<file path="config.mk">
export PLATFORM = sky130hd
export DESIGN_NAME = execute_cycle
export DESIGN_NICKNAME = d
export VERILOG_FILES = /design/src/rtl/execute_cycle.sv
export SDC_FILE = /design/constraint.sdc
export NUM_CORES = 1
export LEC_CHECK = 0
export BUFFER_PORTS_ARGS = -buffer_cell sky130_fd_sc_hd__buf_2
export CAP_MARGIN = 30
export CORE_MARGIN = 3
export CORE_UTILIZATION = 30
export CTS_CLUSTER_SIZE = 25
export DETAILED_ROUTE_END_ITERATION = 12
export MAX_ROUTING_LAYER = met4
export SLEW_MARGIN = 15
export SYNTH_ARGS = -nofsm -noshare
export SYNTH_HDL_FRONTEND = slang
export SYNTH_SLANG_ARGS = --single-unit
</file>
<file path="constraint.sdc">
create_clock -name clk -period 9.1 [get_ports clk]
set_input_delay 1.365 -clock clk [delete_from_list [all_inputs] [get_ports clk]]
set_output_delay 1.365 -clock clk [all_outputs]
set_load 0.005 [all_outputs]
</file>
<file path="src/rtl/execute_cycle.sv">
// execute_cycle: RV32 EX stage with forwarding, ALU, branch resolve and EX/MEM register.
// EXECUTE_MAC_EN adds the iterative MUL/MAC unit and accumulator.
module execute_cycle #(
  parameter int RADIX_BITS = 2
) (
  input  logic        clk,
  input  logic        rst,
  input  logic        RegWriteE,
  input  logic        ALUSrcE,
  input  logic        MemWriteE,
  input  logic        ResultSrcE,
  input  logic        BranchE,
  input  logic [5:0]  ALUControlE,
  input  logic [31:0] RD1_E,
  input  logic [31:0] RD2_E,
  input  logic [31:0] Imm_Ext_E,
  input  logic [31:0] PCE,
  input  logic [31:0] PCPlus4E,
  input  logic [4:0]  RD_E,
  input  logic [1:0]  ForwardAE,
  input  logic [1:0]  ForwardBE,
  input  logic [31:0] ResultW,
  input  logic        FlushE,
  output logic        StallE,
  output logic        PCSrcE,
  output logic [31:0] PCTargetE,
  output logic        RegWriteM,
  output logic        MemWriteM,
  output logic        ResultSrcM,
  output logic [4:0]  RD_M,
  output logic [31:0] ALUResultM,
  output logic [31:0] WriteDataM,
  output logic [31:0] PCPlus4M
);

  localparam logic [5:0] OP_ADD    = 6'h00;
  localparam logic [5:0] OP_SUB    = 6'h01;
  localparam logic [5:0] OP_AND    = 6'h02;
  localparam logic [5:0] OP_OR     = 6'h03;
  localparam logic [5:0] OP_XOR    = 6'h04;
  localparam logic [5:0] OP_SLT    = 6'h05;
  localparam logic [5:0] OP_SLL    = 6'h06;
  localparam logic [5:0] OP_SRL    = 6'h07;
  localparam logic [5:0] OP_MUL    = 6'h08;
  localparam logic [5:0] OP_MAC    = 6'h09;
  localparam logic [5:0] OP_MACCLR = 6'h0A;
  localparam logic [5:0] OP_MACRD  = 6'h0B;

  logic [31:0] src_a, fwd_b, src_b;
  logic [31:0] alu_y, result_e, mac_rd, mul_y;
  logic        stall, done;

  always_comb begin
    case (ForwardAE)
      2'b01:   src_a = ResultW;
      2'b10:   src_a = ALUResultM;
      default: src_a = RD1_E;
    endcase
    case (ForwardBE)
      2'b01:   fwd_b = ResultW;
      2'b10:   fwd_b = ALUResultM;
      default: fwd_b = RD2_E;
    endcase
    src_b = ALUSrcE ? Imm_Ext_E : fwd_b;
  end

`ifdef EXECUTE_MAC_EN
  localparam int         K     = 32 / RADIX_BITS;
  localparam logic [5:0] KLAST = 6'(K - 1);

  localparam logic [1:0] S_IDLE = 2'd0;
  localparam logic [1:0] S_BUSY = 2'd1;
  localparam logic [1:0] S_DONE = 2'd2;

  logic [1:0]  state_q, state_d;
  logic [31:0] mcand_q, mcand_d;
  logic [31:0] mplier_q, mplier_d;
  logic [31:0] prod_q, prod_d;
  logic [31:0] acc_q, acc_d;
  logic [5:0]  cnt_q, cnt_d;
  logic        mac_q, mac_d;
  logic [31:0] pp;
  logic        is_mul, start;

  assign is_mul = (ALUControlE == OP_MUL) || (ALUControlE == OP_MAC);
  assign start  = (state_q == S_IDLE) && is_mul && !FlushE;
  assign stall  = start || (state_q == S_BUSY);
  assign done   = (state_q == S_DONE);
  assign mul_y  = mac_q ? acc_q + prod_q : prod_q;
  assign mac_rd = acc_q;

  // one multiplier digit times the pre-shifted multiplicand
  always_comb begin
    pp = '0;
    for (int b = 0; b < RADIX_BITS; b++)
      if (mplier_q[b]) pp = pp + (mcand_q << b);
  end

  always_comb begin
    state_d  = state_q;
    mcand_d  = mcand_q;
    mplier_d = mplier_q;
    prod_d   = prod_q;
    acc_d    = acc_q;
    cnt_d    = cnt_q;
    mac_d    = mac_q;
    unique case (state_q)
      S_IDLE: begin
        if (start) begin
          state_d  = S_BUSY;
          mcand_d  = src_a;
          mplier_d = src_b;
          prod_d   = '0;
          cnt_d    = '0;
          mac_d    = (ALUControlE == OP_MAC);
        end else if (!FlushE && ALUControlE == OP_MACCLR) begin
          acc_d = '0;
        end
      end
      S_BUSY: begin
        if (FlushE) begin
          state_d = S_IDLE;
        end else begin
          prod_d   = prod_q + pp;
          mcand_d  = mcand_q << RADIX_BITS;
          mplier_d = mplier_q >> RADIX_BITS;
          cnt_d    = cnt_q + 6'd1;
          if (cnt_q == KLAST) state_d = S_DONE;
        end
      end
      S_DONE: begin
        state_d = S_IDLE;
        if (!FlushE && mac_q) acc_d = mul_y;
      end
      default: state_d = S_IDLE;
    endcase
  end

  always_ff @(posedge clk or negedge rst) begin
    if (!rst) begin
      state_q  <= S_IDLE;
      mcand_q  <= '0;
      mplier_q <= '0;
      prod_q   <= '0;
      acc_q    <= '0;
      cnt_q    <= '0;
      mac_q    <= 1'b0;
    end else begin
      state_q  <= state_d;
      mcand_q  <= mcand_d;
      mplier_q <= mplier_d;
      prod_q   <= prod_d;
      acc_q    <= acc_d;
      cnt_q    <= cnt_d;
      mac_q    <= mac_d;
    end
  end
`else
  assign stall  = 1'b0;
  assign done   = 1'b0;
  assign mul_y  = '0;
  assign mac_rd = '0;
`endif

  always_comb begin
    alu_y = '0;
    case (ALUControlE)
      OP_ADD:   alu_y = src_a + src_b;
      OP_SUB:   alu_y = src_a - src_b;
      OP_AND:   alu_y = src_a & src_b;
      OP_OR:    alu_y = src_a | src_b;
      OP_XOR:   alu_y = src_a ^ src_b;
      OP_SLT:   alu_y = {31'b0, $signed(src_a) < $signed(src_b)};
      OP_SLL:   alu_y = src_a << src_b[4:0];
      OP_SRL:   alu_y = src_a >> src_b[4:0];
      OP_MACRD: alu_y = mac_rd;
      default:  alu_y = '0;
    endcase
  end

  assign result_e  = done ? mul_y : alu_y;
  assign StallE    = stall;
  assign PCTargetE = PCE + Imm_Ext_E;
  assign PCSrcE    = BranchE & (result_e == 32'h0) & ~stall & ~FlushE;

  always_ff @(posedge clk or negedge rst) begin
    if (!rst) begin
      RegWriteM  <= 1'b0;
      MemWriteM  <= 1'b0;
      ResultSrcM <= 1'b0;
      RD_M       <= '0;
      ALUResultM <= '0;
      WriteDataM <= '0;
      PCPlus4M   <= '0;
    end else if (FlushE || stall) begin
      RegWriteM  <= 1'b0;
      MemWriteM  <= 1'b0;
      ResultSrcM <= 1'b0;
      RD_M       <= '0;
      ALUResultM <= '0;
      WriteDataM <= '0;
      PCPlus4M   <= '0;
    end else begin
      RegWriteM  <= RegWriteE;
      MemWriteM  <= MemWriteE;
      ResultSrcM <= ResultSrcE;
      RD_M       <= RD_E;
      ALUResultM <= result_e;
      WriteDataM <= fwd_b;
      PCPlus4M   <= PCPlus4E;
    end
  end

endmodule
</file>
---- Yosys cells after proc, flatten, opt, wreduce, memory -nomap -nowiden ----
Cells that the tools add are included.
W data, S select, Z words.
operators by class
  add/subtract/negate cells ............... 3
  $lt $le $gt $ge ......................... 1
  equal/unequal tests ..................... 11
  shifts and indexed selects .............. 2
  multiplexer cells ....................... 11
  bitwise operators ....................... 6
  reduce and logical (&&, ||, !) cells .... 2
operator list
  cell                  count
  $pmux W32 S8          1
  $mux W32              4
  $pmux W32 S2          2
  $add A32 B32 Y32      2
  $and A32 B32 Y32      1
  $logic_not A32 Y1     1
  $lt A32 B32 Y1        1
  $or A32 B32 Y32       1
  $shl A32 B5 Y32       1
  $shr A32 B5 Y32       1
  $sub A32 B32 Y32      1
  $xor A32 B32 Y32      1
  $eq A6 B3 Y1 const B  4
  $eq A6 B2 Y1 const B  2
  $eq A6 B1 Y1 const B  1
  $logic_not A6 Y1      1
  $mux W5               1
  $eq A2 B1 Y1 const B  2
  $eq A2 B2 Y1 const B  2
  $mux W1               3
  $and A1 B1 Y1         2
  $not A1 Y1            1
storage, ports and cells
  bits in registers ....................... 104
  bits of input ports ..................... 215
  logic and storage cells ................. 43

---- Longest topological paths before layout ----
Gate-level depths: netlist (run 1).
  word-level depth ........................ 8
  depth in mapped cells ................... 23
  gate-level depth less buffers ........... 19

---- Worst setup path before layout (run 1) ----
OpenSTA, ideal clock, no wires.
  kind .................................... in2out
  start point ............................. in ForwardBE[0]
  end point ............................... out PCSrcE
  arrival ................................. 5.932 ns
  setup slack ............................. 1.803 ns
  stages on the path ...................... 22
  path buffers ............................ 5
  cells stage by stage .................... inv_1 > ha_1 > or2_1 > o221a_2 > buf_4 > buf_4 > buf_4 > buf_2 > ha_1 > buf_4 > or3b_1 > a21oi_2 > nor4_1 > a221oi_2 > a31oi_1 > a211o_1 > a221o_1 > nor3_2 > o2111ai_1 > a2111oi_2 > nand4_1 > nor2_1
on the way
  longest elaborated chain between the ends .. 8
  elaborated cells on any way between the ends .. 16
ends and longest elaborated chain
  element                                              line  source
  start, declared                                      21    input logic [1:0] ForwardBE,
  $eq A2 B2 Y1 / $eq A2 B1 Y1 (equally long branches)  59    case (ForwardBE)
  $pmux W32 S2 *                                       59
  $mux W32 *                                           64    src_b = ALUSrcE ? Imm_Ext_E : fwd_b;
  $sub A32 B32 Y32 (tied with other cells)             169   OP_SUB: alu_y = src_a - src_b;
  $pmux W32 S8 *                                       167   case (ALUControlE)
  $logic_not A32 Y1 *                                  184   assign PCSrcE = BranchE & (result_e == 32'h0) & ~stall & ~FlushE;
  $and A1 B1 Y1 * (2 in a row)                         184
  end, declared                                        25    output logic PCSrcE,
Mark *: on every way between the ends. The rest lies on a longest branch, timed or not.

---- Worst setup path in the final report (run 1) ----
  start point ............................. in ForwardBE[1]
  end point ............................... out PCSrcE
The elaborated chain is that of the path after synthesis.

==> flow_summary_export.csv, run 1 <==
group,metric,value,unit
finish,stdcell_area,17900,µm²
clock_network,cts.path.max_buffers,2,
worst_hold_path,hp-class,"reg2reg",
grt,use_met2,50.8,%
grt,grt_overflow,0,
route,vias,18016,
placed_design,dp_cells,2899,
die,die_area,52200,µm²
finish,fin_cells,2923,
grt,busiest_layer,"met2",
sta,period_share,96.1,%
die,fp.coreArea,48300,µm²
finish,fin_nets,2621,
worst_hold_path,hold_depth,3,
finish,multiInputGateArea,11300,µm²
pwr,swShare,51.2,%
pwr,ir_drop,0.0754,mV
logic_synthesis,yosys_warnings,0,
pwr,p_total,2.55,mW
sta,max_freq,114,MHz
route,wl_per_cell,29.4,µm
clock_network,cts.sinks,104,
critical_path,slowest_stage,"ha_1",
logic_synthesis,synth_fp_nets,2303,
die,fp-row-count,80,
logic_synthesis,synth-seq-cells,104,
clock_network,clk_pin_slew,0.07,ns
sta,setup_ws,0.358,ns
outcome,outcome,"completed",
placed_design,port_buffers,351,
finish,most-common-layout-cells,"349 x buf_2, 192 x nor2_1, 147 x ha_1",
logic_synthesis,synth-seq-area-share,17.5,%
critical_path,worst-setup-path-type,"in2out",
pwr,power_frac_seq,19.8,%
sta,rsz0062_at_grt,"no",
pwr,cellInternalPower,1.24,mW
finish,drive_gt1_share,22.4,%
grt,grt_pass1_vias,17503,
pwr,combPwrFrac,64.6,%
clock_network,cts_tree,"yes",
logic_synthesis,syn_area_per_cell,7.67,µm²
placed_design,place_congestion,1.06,
sta,hold_viol_final,0,
clock_network,cts_inserted_buffers,9,
route,ant_nets,0,
logic_synthesis,netlist_area,14900,µm²
grt,grt_util_all_layers,32.1,%
die,die_x,229,µm
route,remaining_drc_errors,0,
finish,postLayoutCoreUtil,36.9,%
finish,fill_cells,5184,
clock_network,cts_setup_buffers,0,
critical_path,crit_required,7.74,ns
sta,max_slew_margin,33.5,%
route,dr.pass1.iters,6,
logic_synthesis,synth-edff-count,0,
route,drt-vias-per-instance,6.16,
logic_synthesis,synth_top_family_by_area,"compound AO/OA/AOI/OAI gates",
grt,global_route.usage.met3,6.16,%
logic_synthesis,synthCells,1937,
finish,area_growth_syn_to_layout,20.2,%
pwr,switching_power,1.30,mW
pwr,p_leak,8.51,nW
placed_design,place_area,17500,µm²
logic_synthesis,synthSimpleGateAreaFrac,18.6,%
logic_synthesis,synth_compound_area_share,32.0,%
pwr,power_density,143,nW/µm²
critical_path,crit_chain,"buf_2, inv_1, ha_1, a221o_1, o21ai_0, o21ai_0, ha_1, and3_1, nand3b_1, o21ai_1, o31ai_1, buf_4, o21a_1, a31oi_1, xor2_1, a211oi_1, nand4_1, a2111oi_2, nand4_1, nor2_1, buf_2",
route,wl,85900,µm
sta,worst_pin_slew,0.969,ns
critical_path,crit_path_end_kind,"output port",
logic_synthesis,synthXorXnorAreaFrac,2.95,%
logic_synthesis,synthAdderAreaFrac,12.9,%
logic_synthesis,async_reset_ff_share,100,%
logic_synthesis,synth_mux_area_share,9.19,%
clock_network,cts_root_buf,"clkbuf_16",
critical_path,crit_fanout,22,
die,initial_core_util,30.7,%
grt,grt_max_degree,72,
logic_synthesis,synth_cell_type_count,87,
critical_path,critPathLaunchType,"input port",
grt,grt_pass1_wl,122000,µm
die,ios,353,
sta,skew,0.00922,ns
critical_path,ff2ff_path_depth,16,
sta,fin_crit,8.74,ns
finish,seqCellArea,2600,µm²
clock_network,htree_levels,3,
critical_path,critical-path-max-stage-delay,0.77,ns
logic_synthesis,synthFlopType,"dfrtp_1",
route,drtIter0Drc,2092,
sta,slew_violations,0,
clock_network,clk_latency,0.38,ns
finish,layout_commonest_cell,"buf_2",
placed_design,hpwl,69700,µm
die,die_y,229,µm
placed_design,pre_cts_ws,0.405,ns
sta,whs,0.741,ns
sta,tns,0,ns
pwr,clkPwrFrac,15.6,%
critical_path,critPathArrivalTime,7.38,ns
flow_run,maxCapViolations,0,
sta,setup-violations-final,0,
grt,antenna_found_initial,8,
grt,grtUsageMet1,39.6,%
## Yosys cell counts, types with 21 or more instances
cell | number | share of area (%)
o22ai_1 | 40 | 1.7
mux2i_1 | 124 | 8.4
dfrtp_1 | 104 | 18
a31oi_1 | 29 | 1.2
a21o_1 | 23 | 1.2
nor2b_1 | 60 | 2.5
o211ai_1 | 21 | 1.1
nand2b_1 | 25 | 1.1
clkbuf_1 | 73 | 1.8
inv_1 | 110 | 2.8
xnor2_1 | 40 | 2.4
o21ai_0 | 141 | 4.7
a21oi_1 | 103 | 3.5
a221o_1 | 68 | 4.6
o21ai_1 | 28 | 0.94
nor2_1 | 193 | 4.9
nand3_1 | 43 | 1.4
nor3_1 | 53 | 1.8
a22oi_1 | 27 | 1.4
a211oi_1 | 27 | 1.4
nand2_1 | 118 | 3.0
buf_2 | 26 | 0.88
ha_1 | 148 | 12
## power groups by stage
stage / clock network (mW) / logic [mW] / registers, mW
2_1_floorplan: 0 / 0.980 / 0.512
3_3_place_gp: 0 / 1.59 / 0.515
3_5_place_dp: 0 / 1.58 / 0.515
4_1_cts: 0.404 / 1.59 / 0.505
5_1_grt: 0.422 / 1.75 / 0.508
6_report: 0.397 / 1.65 / 0.506
## state kept, by name (all words and copies together), names as in the netlist
signal / count
ALUResultM: 32
MemWriteM: 1
PCPlus4M: 32
RD_M: 5
RegWriteM: 1
ResultSrcM: 1
WriteDataM: 32
## final cells by class
| class | count | area share [%] |
|---|---|---|
| tap | 656 | 4.60 |
| clock buffer | 9 | 1.26 |
| clock inverter | 7 | 0.350 |
| multi-input combinational | 1591 | 63.2 |
| antenna | 7 | 0.0981 |
| inverter | 116 | 2.44 |
| sequential | 104 | 14.6 |
| timing repair buffer | 433 | 13.5 |
## final timing paths
| kind | startpoint | endpoint | slack [ns] |
|---|---|---|---|
| setup / recovery | ForwardBE[1] | PCSrcE | 0.36 |
| hold / removal | ALUResultM[14] | WriteDataM[14] | 0.74 |
| setup reg to reg | ALUResultM[6] | ALUResultM[31] | 3.75 |
| hold reg to reg | ALUResultM[14] | WriteDataM[14] | 0.74 |
| max in group asynchronous | rst | ALUResultM[16] | 7.17 |
| min in group asynchronous | rst | RD_M[0] | 0.93 |
## kinds of logic (layout without fill, tap and decap cells)
logic type	after synthesis	in the layout
AO/OA/AOI/OAI	676	676
XOR/XNOR	50	50
adder cells (fa/ha/maj)	151	151
buffers and inverters	242	565
flip-flops	104	104
multiplexers	135	135
other	1	8
AND/OR/NAND/NOR	578	578
## what timing repair did
action                     in CTS  in global routing
hold buffers                    0                  0
resized for setup               0                  2
setup endpoints to repair       0                  1
## critical path: cells and delay by family
family                   cells  cell delay [ns]
AND/OR/NAND/NOR              5             1.31
buffers and inverters        4             0.55
adder cells (fa/ha/maj)      2             1.24
AO/OA/AOI/OAI                9             2.73
XOR/XNOR                     1             0.15
## routing by layer
metal / vias up / share of wire [%]
met1: 8842 / 40
met5: - / 0
li1: 7872 / -
met4: 0 / 4.9
met2: 1100 / 46
met3: 202 / 9.3
Note: power is estimated with default switching activity, not from simulation.
==> inputs of run 2 (changes only) <==
==> constraint.sdc (replaced) <==
create_clock -name clk -period 8.85 [get_ports clk]
set_input_delay 1.3275 -clock clk [delete_from_list [all_inputs] [get_ports clk]]
set_output_delay 1.3275 -clock clk [all_outputs]
set_load 0.005 [all_outputs]
==> flow_summary_export.csv, run 2 (synthesis gave the netlist of run 1 again) <==
group,metric,value,unit
route,wl_met2,39500,µm
critical_path,critical-path-max-stage-delay,0.61,ns
die,fp-row-count,80,
critical_path,critPathArrivalTime,7.09,ns
critical_path,worst-setup-path-type,"in2out",
critical_path,worstPathBufferInverterCount,4,
pwr,ir_drop,0.0788,mV
finish,reg_top3,"ALUResultM (32), PCPlus4M (32), WriteDataM (32)",
route,drt-vias-per-instance,6.18,
grt,grt_max_degree,71,
critical_path,crit_required,7.52,ns
route,wl_per_cell,29.3,µm
pwr,p_total,2.64,mW
sta,rsz0062_at_grt,"no",
placed_design,pre_cts_ws,0.254,ns
flow_run,maxCapViolations,0,
route,wl_met3,7960,µm
critical_path,crit_path_end_kind,"output port",
sta,fin_crit,8.42,ns
sta,max_freq,119,MHz
clock_network,cts.sinks,104,
clock_network,htree_levels,3,
finish,fin_nets,2634,
grt,grt_util_all_layers,32.1,%
clock_network,cts_tree,"yes",
route,remaining_drc_errors,0,
route,ant_nets,0,
clock_network,cts_root_buf,"clkbuf_16",
critical_path,crit_chain,"buf_2, inv_1, ha_1, buf_4, a221o_1, o21ai_0, o21ai_0, ha_1, nor4_2, nand3_1, nor4_1, a221oi_2, a31oi_1, a2111oi_0, a221o_1, nor3_2, o2111ai_1, a2111oi_2, nand4_1, nor2_1, buf_2",
clock_network,cts.path.max_buffers,2,
finish,drive_gt1_share,23.0,%
finish,most-common-layout-cells,"350 x buf_2, 192 x nor2_1, 146 x ha_1",
critical_path,crit_fanout,18,
sta,tns,0,ns
placed_design,hpwl,70100,µm
sta,setup_ws,0.428,ns
outcome,outcome,"completed",
route,vias,18130,
finish,stdcell_area,18000,µm²
grt,grt_pass1_wl,123000,µm
placed_design,place_area,17600,µm²
grt,antenna_found_initial,7,
sta,period_share,95.2,%
route,dr.pass1.iters,8,
critical_path,slowest_stage,"ha_1",
sta,slew_violations,0,
die,initial_core_util,30.7,%
critical_path,path_delay_family,"compound AO/OA/AOI/OAI gates",
clock_network,cts_inserted_buffers,9,
finish,layout_commonest_cell,"buf_2",
route,drtIter0Drc,2444,
die,die_x,229,µm
placed_design,place_congestion,1.03,
sta,worst_pin_slew,1.10,ns
die,ios,353,
route,highest_layer,"met4",
grt,grt_pass1_vias,17414,
sta,max_slew_margin,26.2,%
route,m1WireLength,34300,µm
sta,skew,0.0150,ns
sta,hold_viol_final,0,
route,wl,85900,µm
worst_hold_path,hp-class,"reg2reg",
clock_network,clk_pin_slew,0.09,ns
die,fp.coreArea,48300,µm²
die,die_y,229,µm
critical_path,critPathLaunchType,"input port",
placed_design,port_buffers,351,
grt,grt_overflow,0,
sta,whs,0.786,ns
clock_network,cts_setup_buffers,0,
finish,area_growth_syn_to_layout,20.9,%
sta,setup-violations-final,0,
clock_network,clk_latency,0.38,ns
pwr,p_leak,8.55,nW
die,die_area,52200,µm²
pwr,power_density,147,nW/µm²
run 2: changes by cell type in the layout (fill, tap and decap cells not counted), sizes merged:
cell / change
diode: -1
buf: +12
clkinvlp: +3
inv: -2
run 2: worst min-delay path, cell delays in order (launching register included):
cell and delay, ns:
dfrtp_1 0.40, a221o_1 0.16, o21ai_0 0.10, nor2_1 0.09
run 2: through the flow:
stage,std cells,util (%)
floorplan,1937,-
global placement,2909,36.4
detailed placement,2911,36.4
CTS,2927,37.0
global route,2935,37.2
finish,2935,37.2
run 2: where the power goes:
group / leakage [nW] / switching, mW / internal [mW]
clock: 0.140 / 0.212 / 0.197
sequential: 1.38 / 0.0175 / 0.503
combinational: 7.03 / 1.12 / 0.588
run 2: area by class of cell:
type	count	area [µm²]
tap	656	821
timing repair buffer	445	2500
multi-input combinational	1591	11300
antenna	6	15.0
sequential	104	2600
clock inverter	7	65.1
inverter	116	439
timing repair inverter	1	5.00
clock buffer	9	225
fill	5191	30400
run 2: final timing paths:
kind	from	cells past startpoint	to	slack, ns
setup / recovery	ForwardBE[1]	21	PCSrcE	0.43
hold / removal	ALUResultM[22]	3	WriteDataM[22]	0.79
setup reg to reg	ALUResultM[2]	16	ALUResultM[31]	3.54
hold reg to reg	ALUResultM[22]	3	WriteDataM[22]	0.79
max in group asynchronous	rst	3	WriteDataM[18]	6.91
min in group asynchronous	rst	1	RD_M[0]	0.89
run 2: timing repair:
action                                  CTS  global route
hold buffers                              0             0
resized for setup                         0             7
endpoints found under the setup margin    0             1
run 2: routing by layer:
| layer | vias to the layer above | track usage, % |
|---|---|---|
| met2 | 1162 | 51.5 |
| li1 | 7901 | - |
| met5 | - | - |
| met3 | 217 | 5.71 |
| met4 | 0 | 13.2 |
| met1 | 8850 | 40.0 |
